--- src/rtl/lane_scrambler_if.sv ---
// Symbol stream between the scheduler mux and the lane scrambler, including the
// registered scrambler outputs toward the lane encoder.
interface lane_scrambler_if;
  logic       scramble_en;
  logic [7:0] in_symbol;
  logic       in_control_sym_flag;
  logic       in_valid;
  logic [7:0] out_symbol;
  logic       out_control_sym_flag;
  logic       out_valid;
  logic       sr_inserted;

  modport master (
    output scramble_en, in_symbol, in_control_sym_flag, in_valid,
    input  out_symbol, out_control_sym_flag, out_valid, sr_inserted
  );

  modport slave (
    input  scramble_en, in_symbol, in_control_sym_flag, in_valid,
    output out_symbol, out_control_sym_flag, out_valid, sr_inserted
  );
endinterface

--- src/rtl/lane_scrambler.sv ---
// Per-lane DisplayPort main-link scrambler: 16-bit LFSR on data symbols, control
// symbols passed through, every SR_INTERVAL-th BS replaced by SR with an LFSR reseed.
module lane_scrambler #(
  parameter int unsigned SR_INTERVAL = 512,
  parameter logic [15:0] LFSR_SEED   = 16'hFFFF
) (
  input logic             clk,
  input logic             rst,
  lane_scrambler_if.slave bus
);
  localparam int unsigned    CW       = $clog2(SR_INTERVAL);
  localparam logic [CW-1:0]  CNT_LAST = CW'(SR_INTERVAL - 1);
  localparam logic [7:0]     SYM_BS   = 8'hBC;
  localparam logic [7:0]     SYM_SR   = 8'h1C;
  localparam logic [15:0]    POLY     = 16'h0039;

  logic [15:0]   lfsr;
  logic [15:0]   lfsr_next;
  logic [7:0]    scr;
  logic [CW-1:0] bs_cnt;
  logic          is_bs;
  logic          sr_hit;

  // Eight serial LFSR steps unrolled into one cycle, LSB of the symbol first.
  always_comb begin
    lfsr_next = lfsr;
    scr       = '0;
    for (int unsigned i = 0; i < 8; i++) begin
      scr[i]    = bus.in_symbol[i] ^ lfsr_next[15];
      lfsr_next = {lfsr_next[14:0], 1'b0} ^ (lfsr_next[15] ? POLY : 16'h0000);
    end
  end

  assign is_bs  = bus.in_control_sym_flag && (bus.in_symbol == SYM_BS);
  assign sr_hit = is_bs && (bs_cnt == CNT_LAST);

  always_ff @(posedge clk) begin
    if (rst) begin
      bus.out_symbol           <= '0;
      bus.out_control_sym_flag <= 1'b0;
      bus.out_valid            <= 1'b0;
      bus.sr_inserted          <= 1'b0;
      lfsr                     <= LFSR_SEED;
      bs_cnt                   <= CNT_LAST;
    end else begin
      bus.out_valid   <= bus.in_valid;
      bus.sr_inserted <= 1'b0;
      if (!bus.scramble_en) begin
        // Bypass re-arms the seed and the SR counter regardless of in_valid.
        lfsr                     <= LFSR_SEED;
        bs_cnt                   <= CNT_LAST;
        bus.out_symbol           <= bus.in_valid ? bus.in_symbol : '0;
        bus.out_control_sym_flag <= bus.in_valid & bus.in_control_sym_flag;
      end else if (!bus.in_valid) begin
        bus.out_symbol           <= '0;
        bus.out_control_sym_flag <= 1'b0;
      end else if (sr_hit) begin
        bus.out_symbol           <= SYM_SR;
        bus.out_control_sym_flag <= 1'b1;
        bus.sr_inserted          <= 1'b1;
        lfsr                     <= LFSR_SEED;
        bs_cnt                   <= '0;
      end else begin
        lfsr                     <= lfsr_next;
        bus.out_symbol           <= bus.in_control_sym_flag ? bus.in_symbol : scr;
        bus.out_control_sym_flag <= bus.in_control_sym_flag;
        if (is_bs) begin
          bs_cnt <= bs_cnt + 1'b1;
        end
      end
    end
  end
endmodule
--- src/flat_wrapper.sv ---
// flat-port wrapper written by rule: the top's interface ports become plain ports
module lane_scrambler_flat 
#(
  parameter int unsigned SR_INTERVAL = 512,
  parameter logic [15:0] LFSR_SEED   = 16'hFFFF
)
  (clk, rst, bus_scramble_en, bus_in_symbol, bus_in_control_sym_flag, bus_in_valid, bus_out_symbol, bus_out_control_sym_flag, bus_out_valid, bus_sr_inserted);
  lane_scrambler_if bus_i ();
  input logic clk;
  input logic rst;
  input wire logic [$bits(bus_i.scramble_en)-1:0] bus_scramble_en;
  input wire logic [$bits(bus_i.in_symbol)-1:0] bus_in_symbol;
  input wire logic [$bits(bus_i.in_control_sym_flag)-1:0] bus_in_control_sym_flag;
  input wire logic [$bits(bus_i.in_valid)-1:0] bus_in_valid;
  output wire logic [$bits(bus_i.out_symbol)-1:0] bus_out_symbol;
  output wire logic [$bits(bus_i.out_control_sym_flag)-1:0] bus_out_control_sym_flag;
  output wire logic [$bits(bus_i.out_valid)-1:0] bus_out_valid;
  output wire logic [$bits(bus_i.sr_inserted)-1:0] bus_sr_inserted;
  assign bus_i.scramble_en = bus_scramble_en;
  assign bus_i.in_symbol = bus_in_symbol;
  assign bus_i.in_control_sym_flag = bus_in_control_sym_flag;
  assign bus_i.in_valid = bus_in_valid;
  assign bus_out_symbol = bus_i.out_symbol;
  assign bus_out_control_sym_flag = bus_i.out_control_sym_flag;
  assign bus_out_valid = bus_i.out_valid;
  assign bus_sr_inserted = bus_i.sr_inserted;
  lane_scrambler #(.SR_INTERVAL(SR_INTERVAL), .LFSR_SEED(LFSR_SEED)) u_core (.clk(clk), .rst(rst), .bus(bus_i));
endmodule
--- config.mk ---
export PLATFORM = sky130hd
export DESIGN_NAME = lane_scrambler_flat
export DESIGN_NICKNAME = d
export VERILOG_FILES = /design/src/rtl/lane_scrambler_if.sv /design/src/rtl/lane_scrambler.sv /design/src/flat_wrapper.sv
export SDC_FILE = /design/constraint.sdc
export NUM_CORES = 1
export LEC_CHECK = 0
export ABC_AREA = 1
export CAP_MARGIN = 15
export CELL_PAD_IN_SITES_DETAIL_PLACEMENT = 0
export CELL_PAD_IN_SITES_GLOBAL_PLACEMENT = 1
export CORE_MARGIN = 5
export CORE_UTILIZATION = 40
export CTS_BUF_LIST = sky130_fd_sc_hd__clkbuf_16
export DETAILED_ROUTE_END_ITERATION = 8
export MAX_ROUTING_LAYER = met4
export PLACE_DENSITY_LB_ADDON = 0.1
export SYNTH_ARGS = -nofsm -noshare
export SYNTH_HDL_FRONTEND = slang
export SYNTH_SLANG_ARGS = --single-unit
--- constraint.sdc ---
create_clock -name clk -period 2 [get_ports clk]
set_clock_uncertainty 0.15 [all_clocks]
set_input_delay 0.4 -clock clk [delete_from_list [all_inputs] [get_ports clk]]
set_output_delay 0.4 -clock clk [all_outputs]
set_load 0.02 [all_outputs]
* After elaboration in Yosys (flattened, before gate mapping)
Index checks and enable logic that the tools add are counted.
** Storage, ports and cells
- Flip-flop bits (word level) :: 36
- Latch bits :: 0
- RAM bits :: 0
- Memory bits (read-only) :: 0
- Input bits :: 13
- Output and inout bits :: 11
- Memories :: 0
** Operators by class
- Add/sub/neg operators :: 1
- Multipliers :: 0
- Div/mod/pow operators :: 0
- Order comparisons :: 0
- Equal/unequal tests :: 2
- Shifts and indexed selects :: 0
- Mux-type cells :: 20
- Bitwise operators :: 19
- Reduce and logical (&&, ||, !) cells :: 6
** Operator list (number)
- 16-bit XOR :: 8
- 6-bit 2-to-1 mux :: 8
- 8-bit 2-to-1 mux :: 5
- 9-bit 2-to-1 mux :: 2
- 16-bit 2-to-1 mux :: 1
- 9-bit by 1-bit adder with 9-bit output (second input constant) :: 1
- 9-bit == test (second input constant) :: 1
- 8-bit == test (second input constant) :: 1
- 1-bit XOR :: 8
- 1-bit 2-to-1 mux :: 4
- 3-bit OR reduction :: 1
- 1-bit logical AND :: 2
- 1-bit inverter :: 2
- 2-bit AND reduction :: 1
- 2-bit nonzero test :: 1
- 2-bit OR reduction :: 1
- 1-bit AND :: 1

* Logic depth before layout (Yosys ltp)
Gate-level depths: netlist of the first run.
- Word-level depth :: 19
- Depth in mapped cells :: 9

* Worst setup path after synthesis of the first run
Ideal clock, no wire load.
- Kind :: reg2reg
- From :: register u_core.bs_cnt[0]
- To :: register u_core.bs_cnt[5]
- Library setup time :: 0.123 ns
- Arrival :: 1.482 ns
- Required time :: 1.727 ns
- Path slack :: 0.245 ns
- Cell stages (with the launch flop) :: 8
- Period minus slack after synthesis :: 1.755 ns
- Cells stage by stage :: dfxtp_1 -> ha_1 -> nand2_1 -> nor4_1 -> ha_1 -> nand4_2 -> nand3_1 -> nand3_1
** On the way
- Cells in the longest elaborated chain, start to end :: 4
- Elaborated cells on any way between the ends :: 7
- Those cells by class :: add/sub (1); eq/ne (1); mux (2); reduce/logical (3)
** Ends and longest elaborated chain
- start, declared :: RTL line lane_scrambler.sv:20 : logic [CW-1:0] bs_cnt;
- start signal, assigned :: RTL line lane_scrambler.sv:68 : bs_cnt <= bs_cnt + 1'b1;
- branches (longest 4 deep; another with 9-bit by 1-bit adder with 9-bit output)
Several ways; the timed one is not identified. The select of a mux whose other input is x is not followed.
A chain may end at the register's enable or synchronous reset.

* Final worst setup path of the first run
- From :: register u_core.bs_cnt[1]
- To :: register u_core.bs_cnt[7]
The elaborated chain is that of the path after synthesis.

==> results of run 1 <==
[cell usage after synthesis (all sizes together)]
| cell type | instances |
|---|---|
| nand2 | 63 |
| nand3 | 41 |
| dfxtp | 36 |
| a21oi | 26 |
| nor2 | 23 |
| inv | 19 |
| xnor2 | 16 |
| buf | 12 |
| nand4 | 8 |
| xor2 | 8 |
| o21ai | 5 |
| clkbuf | 4 |
| nor3 | 3 |
| ha | 2 |
| nor4 | 1 |
| o211ai | 1 |
[layout by cell type (no fill, tap or decap), types with 2 or more instances in the layout]
cell / synthesis / layout
sky130_fd_sc_hd__clkdlybuf4s50_1: 0 / 23
sky130_fd_sc_hd__o21ai_0: 5 / 5
sky130_fd_sc_hd__dfxtp_1: 36 / 36
sky130_fd_sc_hd__clkinv_2: 0 / 2
sky130_fd_sc_hd__nor3_1: 3 / 3
sky130_fd_sc_hd__nand2_1: 61 / 61
sky130_fd_sc_hd__inv_2: 5 / 5
sky130_fd_sc_hd__nor2_2: 5 / 5
sky130_fd_sc_hd__xnor2_1: 16 / 16
sky130_fd_sc_hd__buf_4: 1 / 19
sky130_fd_sc_hd__nor2_4: 2 / 2
sky130_fd_sc_hd__inv_1: 14 / 14
sky130_fd_sc_hd__clkbuf_16: 0 / 5
sky130_fd_sc_hd__nand4_1: 6 / 6
sky130_fd_sc_hd__nand3_1: 40 / 40
sky130_fd_sc_hd__a21oi_1: 26 / 26
sky130_fd_sc_hd__nor2_1: 16 / 16
sky130_fd_sc_hd__xor2_1: 8 / 8
sky130_fd_sc_hd__nand2_2: 2 / 2
[how the worst min path moves through the flow]
stage / start / to / slack (ns)
after detailed placement: u_core.lfsr[5] / u_core.lfsr[13] / 0.31
final: u_core.lfsr[5] / u_core.lfsr[13] / 0.32
after global placement: u_core.lfsr[5] / u_core.lfsr[13] / 0.31
after global routing: u_core.lfsr[5] / u_core.lfsr[13] / 0.35
after CTS: u_core.lfsr[5] / u_core.lfsr[13] / 0.32
after floorplan: u_core.lfsr[5] / u_core.lfsr[13] / 0.29
[per-stage QoR]
stage / power (mW) / util (%) / instances
after CTS: 1.79 / 51.7 / 356
final: 1.78 / 51.9 / 356
after global placement: 1.02 / 48.6 / 348
after global routing: 1.85 / 51.9 / 356
after floorplan: 0.930 / - / 268
after detailed placement: 1.02 / 48.6 / 348
[flip-flops by register name, indices dropped and copies added (netlist names)]
| signal | cells |
|---|---|
| u_core.bs_cnt | 9 |
| u_core.bus.out_control_sym_flag | 1 |
| u_core.bus.out_symbol | 8 |
| u_core.bus.out_valid | 1 |
| u_core.bus.sr_inserted | 1 |
| u_core.lfsr | 16 |
[critical path: stages, from the launching register on]
cell and delay (ns):
sky130_fd_sc_hd__dfxtp_1 0.35, sky130_fd_sc_hd__ha_1 0.17, sky130_fd_sc_hd__nand2_1 0.08, sky130_fd_sc_hd__nor4_1 0.26
sky130_fd_sc_hd__ha_2 0.30, sky130_fd_sc_hd__nand4_4 0.18, sky130_fd_sc_hd__nand3_1 0.14, sky130_fd_sc_hd__nand3_1 0.07
[layer usage]
| metal | part of all wire (%) | vias up | wire (um) |
|---|---|---|---|
| met2 | 44 | 29 | 2070 |
| met5 | 0 | - | 0 |
| met1 | 51 | 808 | 2430 |
| met4 | 0.82 | 0 | 39 |
| met3 | 4.0 | 4 | 187 |
| li1 | - | 938 | - |
[power by group through the flow]
stage	sequential [mW]	clock (mW)	combinational (mW)
after floorplan	0.779	0	0.150
after global placement	0.783	0	0.241
after detailed placement	0.783	0	0.241
after CTS	0.767	0.780	0.243
after global routing	0.772	0.815	0.267
final	0.768	0.767	0.242
[cells by family after synthesis]
group	after synthesis
and+or+nand+nor	139
DFF	36
buffers and inverters	35
AOI/OAI and AO/OA	32
xor gates and xnor gates	24
adders and majority gates	2
[area by class of cell]
class	instances	share of cell area, %
Multi-Input combinational cell	197	43.5
Inverter	19	2.93
Tap cell	54	2.77
Clock buffer	5	5.14
Clock inverter	3	0.771
Sequential cell	36	29.6
Timing Repair Buffer	42	15.3
[repair_timing]
item	in CTS	in global routing
gates resized for setup	0	2
endpoints found under the setup margin	0	8
hold buffers	0	0
==> summary.md, run 1 <==
| Metric | Value |
|---|---|
| Slack of the worst reg-to-reg path | 0.17 ns |
| Number of buffers created by CTS | 5 |
| Number of hold violations in the final report | 0 |
| Number of placed I/O pins | 24 |
| Smallest hold slack | ~0.32 ns |
| Launching point of the worst reg2reg path | u_core.bs_cnt[1] |
| Routed wirelength normalized by instance count | 13.3 um |
| Pin count of the biggest net entering global routing | 15 |
| Fraction of synthesized cell area taken by the top area cell type | 37.3% |
| Clock sink total | 36 |
| # Max-Cap Violations | 0 |
| Global routing met1 resource utilization | 21.1% |
| Synthesized-area fraction occupied by ao, oa, aoi and oai cells | under 10% |
| Share of layout cells above drive strength 1 | between 10 and 15% |
| Area share of fa/ha/maj cells after synthesis | 1.30% |
| Height of the chip | 79.5 um |
| Total DRC errors in the routed layout | 0 |
| Number of global-route vias before repair | 1705 |
| Routed via count | 1779 |
| Hold Path Stages | 2 |
| Die Area | 6320 um^2 |
| Post-Route WL | 4730 um |
| Non-Filler Cell Area, Final | 2430 um^2 |
| Number of warnings reported in the yosys synthesis log | 0 |
| Mean instance size in the synthesized netlist | a little over 7 um^2 |
| Library cell occupying the most area in the post-synthesis netlist | sky130_fd_sc_hd__dfxtp_1 |
| Starting DRC count in detailed routing | 108 |
| Headroom to the max-slew limit | 75.0% |
| First-pass iteration count of the detailed router | 4 |
| Remaining number of nets flagged by the antenna check after routing | 0 |
| Clock tree buffer depth | 2 |
| Switching pwr | 0.459 mW |
| Category of the worst setup path capture point | register |
| Crit. Startpoint | u_core.bs_cnt[1] |
| Final Max Tran Viols | 0 |
| Initial Utilization | 41.1% |
| Setup violators final | 0 |
| Multiplexer fraction of the synthesized cell area | 0% |
| Vias per cell | 5.00 |
| Final period utilization | 91.7% |
| Total inserted antenna cells | 0 |
| Share of total power consumed by net switching | 25.9% |
| CTS tree | yes |
| Part of the power in the clock network | 43.2% |
| Floorplan core area | 4690 um^2 |
| GR met3 Demand/Resource | between 3 and 4% |
| Most Used Layer, Global Route | met2 |
| Summed instance area of the synthesized netlist | 1930 um^2 |
| Post-synthesis sequential area ratio | between 30% and 40% |
| Half-perimeter wire length of the detailed placement result | between 3000 and 4000 um |
| Fmax | roughly 550 MHz |
| Classification of the worst setup path | reg2reg |
| Critical path data required time | 2.01 ns |
| Xor and xnor area share after synthesis | 10.9% |
| Depth of the most critical reg-to-reg path | 7 |
| Yosys reg bits | 36 |
| Internal power of the cells | 1.32 mW |
| Startpoint type of the worst setup path | register |
| Total gr overflow | 0 |
| Layout overhead on the synthesized area | 26.1% |
| Syn Inst Count | 268 |
| GRT Total Usage | 16.7% |
| Static leakage power | 1.11 nW |
| Count of cell types in the netlist | 26 |
| Port Buffers | 23 |
| Combinational family with the most area after synthesis | simple AND/OR/NAND/NOR gates |
| R2R Path End | u_core.bs_cnt[7] |
| Final worst path period need | 1.83 ns |
| Area of the multi-input gates | 1060 um^2 |
| CTS Root Cell | sky130_fd_sc_hd__clkbuf_16 |
| Met2 track demand over resource | 26.1% |
| Setup repair after global routing missed its margin | no |
| Critical Path Sink | u_core.bs_cnt[7] |
| Die W | between 70 and 80 um |
| Combinational group share of total power | between 10 and 15% |
| Worst ir drop on vdd | 423 uV |
| Pre-CTS setup slack | approximately 0.00065 ns |
| Crit Path Max Fanout | 8 |
| Power density over the cells | about 730 nW/um^2 |
| Global-route wire length before repair | 8080 um |
| Area taken by flip-flops and latches | 721 um^2 |
| Cell Rows | 25 |
| Number of nets in the finished design | 316 |
| Clock Latency Late Sink | 0.28 ns |
| Transition at the pin with the smallest max-transition slack | 0.374 ns |
| Final TNS setup | 0 ns |
| Number of H-tree levels | 2 |
| Ranking of synthesized cells by area | sky130_fd_sc_hd__dfxtp_1 (37%), sky130_fd_sc_hd__nand2_1 (12%), sky130_fd_sc_hd__nand3_1 (10%), sky130_fd_sc_hd__xnor2_1 (7.3%), sky130_fd_sc_hd__a21oi_1 (6.7%) |
| Fraction of the mapped netlist area in simple logic gates | 33.6% |
| Number of buffers inserted by post-CTS setup repair | 0 |
| Total of fill cells in the finished design | 484 |
| Placed standard-cell area | 2280 um^2 |
| Total nets after synthesis | 283 |
| Number of antenna violations at the first check in global routing | 0 |
| Register share of total power | 43.2% |
| Result of the run | complete, no violations |
| Critical path arrival | 1.84 ns |
| Post-route worst setup slack | 0.167 ns |
| Clock-pin slew on the worst setup and hold paths | 0.06 ns |
| Classification of the worst-slack hold path | reg2reg |
| Routability congestion estimate from global placement | 0.851 |
No activity file was read; power rests on OpenSTA's default activity.
==> run 2: changes to the inputs <==
--- a/config.mk
+++ b/config.mk
@@ -10,8 +10,8 @@
 export CELL_PAD_IN_SITES_DETAIL_PLACEMENT = 0
 export CELL_PAD_IN_SITES_GLOBAL_PLACEMENT = 1
 export CORE_MARGIN = 5
-export CORE_UTILIZATION = 40
-export CTS_BUF_LIST = sky130_fd_sc_hd__clkbuf_16
+export CORE_UTILIZATION = 41
+export CTS_BUF_LIST = sky130_fd_sc_hd__clkbuf_8
 export DETAILED_ROUTE_END_ITERATION = 8
 export MAX_ROUTING_LAYER = met4
 export PLACE_DENSITY_LB_ADDON = 0.1
==> run 2 against run 1 <==
Against the previous run: final area down 2.3%; fmax down 0.82%; cell count did not move; clock-buffer cell count grew 1; global-route usage is 0.48 points lower; sequential share of layout area grew 0.70 points; largest cell class unchanged; largest power group unchanged.
==> summary.md, run 2 (synthesized netlist as in run 1, its figures left out) <==
| Metric | Value |
|---|---|
| Result of the run | complete, no violations |
| Starting DRC count in detailed routing | 155 |
| Power density over the cells | 642 nW/um^2 |
| First-pass iteration count of the detailed router | 5 |
| Area of the multi-input gates | 1060 um^2 |
| CTS tree | yes |
| Initial Utilization | 41.4% |
| Critical path arrival | 1.86 ns |
| Half-perimeter wire length of the detailed placement result | between 3000 and 4000 um |
| Register share of total power | approximately half |
| Pin count of the biggest net entering global routing | 15 |
| Clock Latency Late Sink | 0.28 ns |
| Classification of the worst-slack hold path | reg2reg |
| Most common cell after layout, fill and taps aside | sky130_fd_sc_hd__nand2_1 |
| Classification of the worst setup path | reg2reg |
| Registers with the most flip-flops | u_core.lfsr: 16 flops, u_core.bs_cnt: 9 flops, u_core.bus.out_symbol: 8 flops |
| Area taken by flip-flops and latches | 721 um^2 |
| Final Max Tran Viols | 0 |
| Setup violators final | 0 |
| Post-cts repair resize count | 0 |
| Most used cells in the layout excluding fill and tap cells | sky130_fd_sc_hd__nand2_1 (61), sky130_fd_sc_hd__nand3_1 (40), sky130_fd_sc_hd__dfxtp_1 (36) |
| Critical path data required time | 2.01 ns |
| Depth of the most critical reg-to-reg path | 7 |
| Crit Path Max Fanout | 8 |
| Final TNS setup | 0 ns |
| Total inserted antenna cells | 0 |
| # hold bufs at CTS | 0 |
| Clock-pin slew on the worst setup and hold paths | 0.07 ns |
| Die Area | 6180 um^2 |
| Number of hold violations in the final report | 0 |
| Startpoint type of the worst setup path | register |
| Category of the worst setup path capture point | register |
| Share of total power consumed by net switching | 26.2% |
| Floorplan core area | around 4700 um^2 |
| Total gr overflow | 0 |
| Part of the power in the clock network | 34.1% |
| Number of buffers inserted by post-CTS setup repair | 0 |
| Number of H-tree levels | 2 |
| Pre-CTS setup slack | around 0.044 ns |
| Finished Core Util | 51.0% |
| Height of the chip | 78.6 um |
| Hold Path Stages | 2 |
| Slack of the worst reg-to-reg path | ~0.15 ns |
| Global-route wire length before repair | 7850 um |
| Launching point of the worst reg2reg path | u_core.bs_cnt[1] |
| Switching pwr | 0.400 mW |
| Headroom to the max-slew limit | 76.6% |
| Transition at the pin with the smallest max-transition slack | approximately 0.35 ns |
| Layout overhead on the synthesized area | 23.2% |
| Routed via count | between 1500 and 2000 |
| Final worst path period need | 1.85 ns |
| Vias per cell | ~5 |
| Cell Rows | 25 |
| Number of buffers created by CTS | 5 |
| Hold_sp | u_core.lfsr[5] |
| Combinational group share of total power | 15.8% |
| Number of placed I/O pins | 24 |
| CTS Root Cell | sky130_fd_sc_hd__clkbuf_8 |
| Internal power of the cells | 1.13 mW |
| Port Buffers | 23 |
| Total DRC errors in the routed layout | 0 |
| Total of fill cells in the finished design | 484 |
| # Max-Cap Violations | 0 |
| Routability congestion estimate from global placement | around 0.79 |
| Number of nets in the finished design | 316 |
| Largest register FFs | 16 |
| Final period utilization | just over 90% |
| Post-Route WL | 4610 um |
| Fmax | approximately 540 MHz |
| Share of layout cells above drive strength 1 | 14.6% |
| Number of antenna violations at the first check in global routing | 0 |
| Post-route worst setup slack | 0.152 ns |
| Setup repair after global routing missed its margin | no |
| Die W | around 79 um |
| Clock sink total | 36 |
| Worst ir drop on vdd | 279 uV |
| Clock tree buffer depth | 2 |
| Number of global-route vias before repair | 1629 |
| Register with the highest flop count | u_core.lfsr |
| GRT Total Usage | 16.2% |
| Remaining number of nets flagged by the antenna check after routing | 0 |
| Routed wirelength normalized by instance count | 12.9 um |
| Crit. Startpoint | u_core.bs_cnt[1] |
| Static leakage power | 1.09 nW |
## run 2: cell count changes in the layout (fill, tap and decap cells not counted), sizes merged
cell,change
clkinv,-3
inv,+2
clkbuf,+1
## run 2: metrics by stage
step	cells	cell area, um^2	hold slack, ns	power (mW)
after CTS	356	2370	0.327	1.55
after detailed placement	348	2280	0.310	1.02
after global routing	356	2380	0.357	1.62
final	356	2380	0.326	1.53
after global placement	348	2280	0.303	1.02
after floorplan	268	1930	0.293	0.930
## run 2: path summary, 6_finish.rpt
check                           to
setup / recovery  u_core.bs_cnt[4]
hold / removal     u_core.lfsr[13]
setup reg to reg  u_core.bs_cnt[4]
hold reg to reg    u_core.lfsr[13]
## run 2: cell type report
| class | count | area share, % |
|---|---|---|
| Multi-Input combinational cell | 197 | 44.4 |
| Sequential cell | 36 | 30.3 |
| Timing Repair Buffer | 42 | 15.7 |
| Clock buffer | 6 | 3.47 |
| Inverter | 19 | 3.00 |
| Tap cell | 54 | 2.84 |
| Clock inverter | 2 | 0.316 |
## run 2: worst max-delay path, cell delays in order (launching register included)
cell,delay (ns)
sky130_fd_sc_hd__dfxtp_1,0.36
sky130_fd_sc_hd__ha_1,0.18
sky130_fd_sc_hd__nand2_1,0.09
sky130_fd_sc_hd__nor4_2,0.23
sky130_fd_sc_hd__ha_2,0.24
sky130_fd_sc_hd__nand4_2,0.24
sky130_fd_sc_hd__nand3_1,0.17
sky130_fd_sc_hd__nand3_1,0.07
## run 2: power groups by stage
stage / Sequential [mW] / Clock, mW / Combinational (mW)
floorplan: 0.779 / 0 / 0.150
global placement: 0.783 / 0 / 0.241
detailed placement: 0.783 / 0 / 0.240
CTS: 0.767 / 0.543 / 0.242
global route: 0.770 / 0.582 / 0.266
finish: 0.767 / 0.521 / 0.241
## run 2: metal layers
layer,GRT usage [%],routed length [um]
met5,-,0
met1,21.7,2390
met4,5.24,29
met3,3.33,187
met2,24.4,2000
==> run 3: changes to the inputs <==
--- a/config.mk
+++ b/config.mk
@@ -6,6 +6,7 @@
 export NUM_CORES = 1
 export LEC_CHECK = 0
 export ABC_AREA = 1
+export ABC_CLOCK_PERIOD_IN_PS = 2000
 export CAP_MARGIN = 15
 export CELL_PAD_IN_SITES_DETAIL_PLACEMENT = 0
 export CELL_PAD_IN_SITES_GLOBAL_PLACEMENT = 1
==> results of run 3 <==
The final DEF is identical to that of run 2; final timing and power are the same.
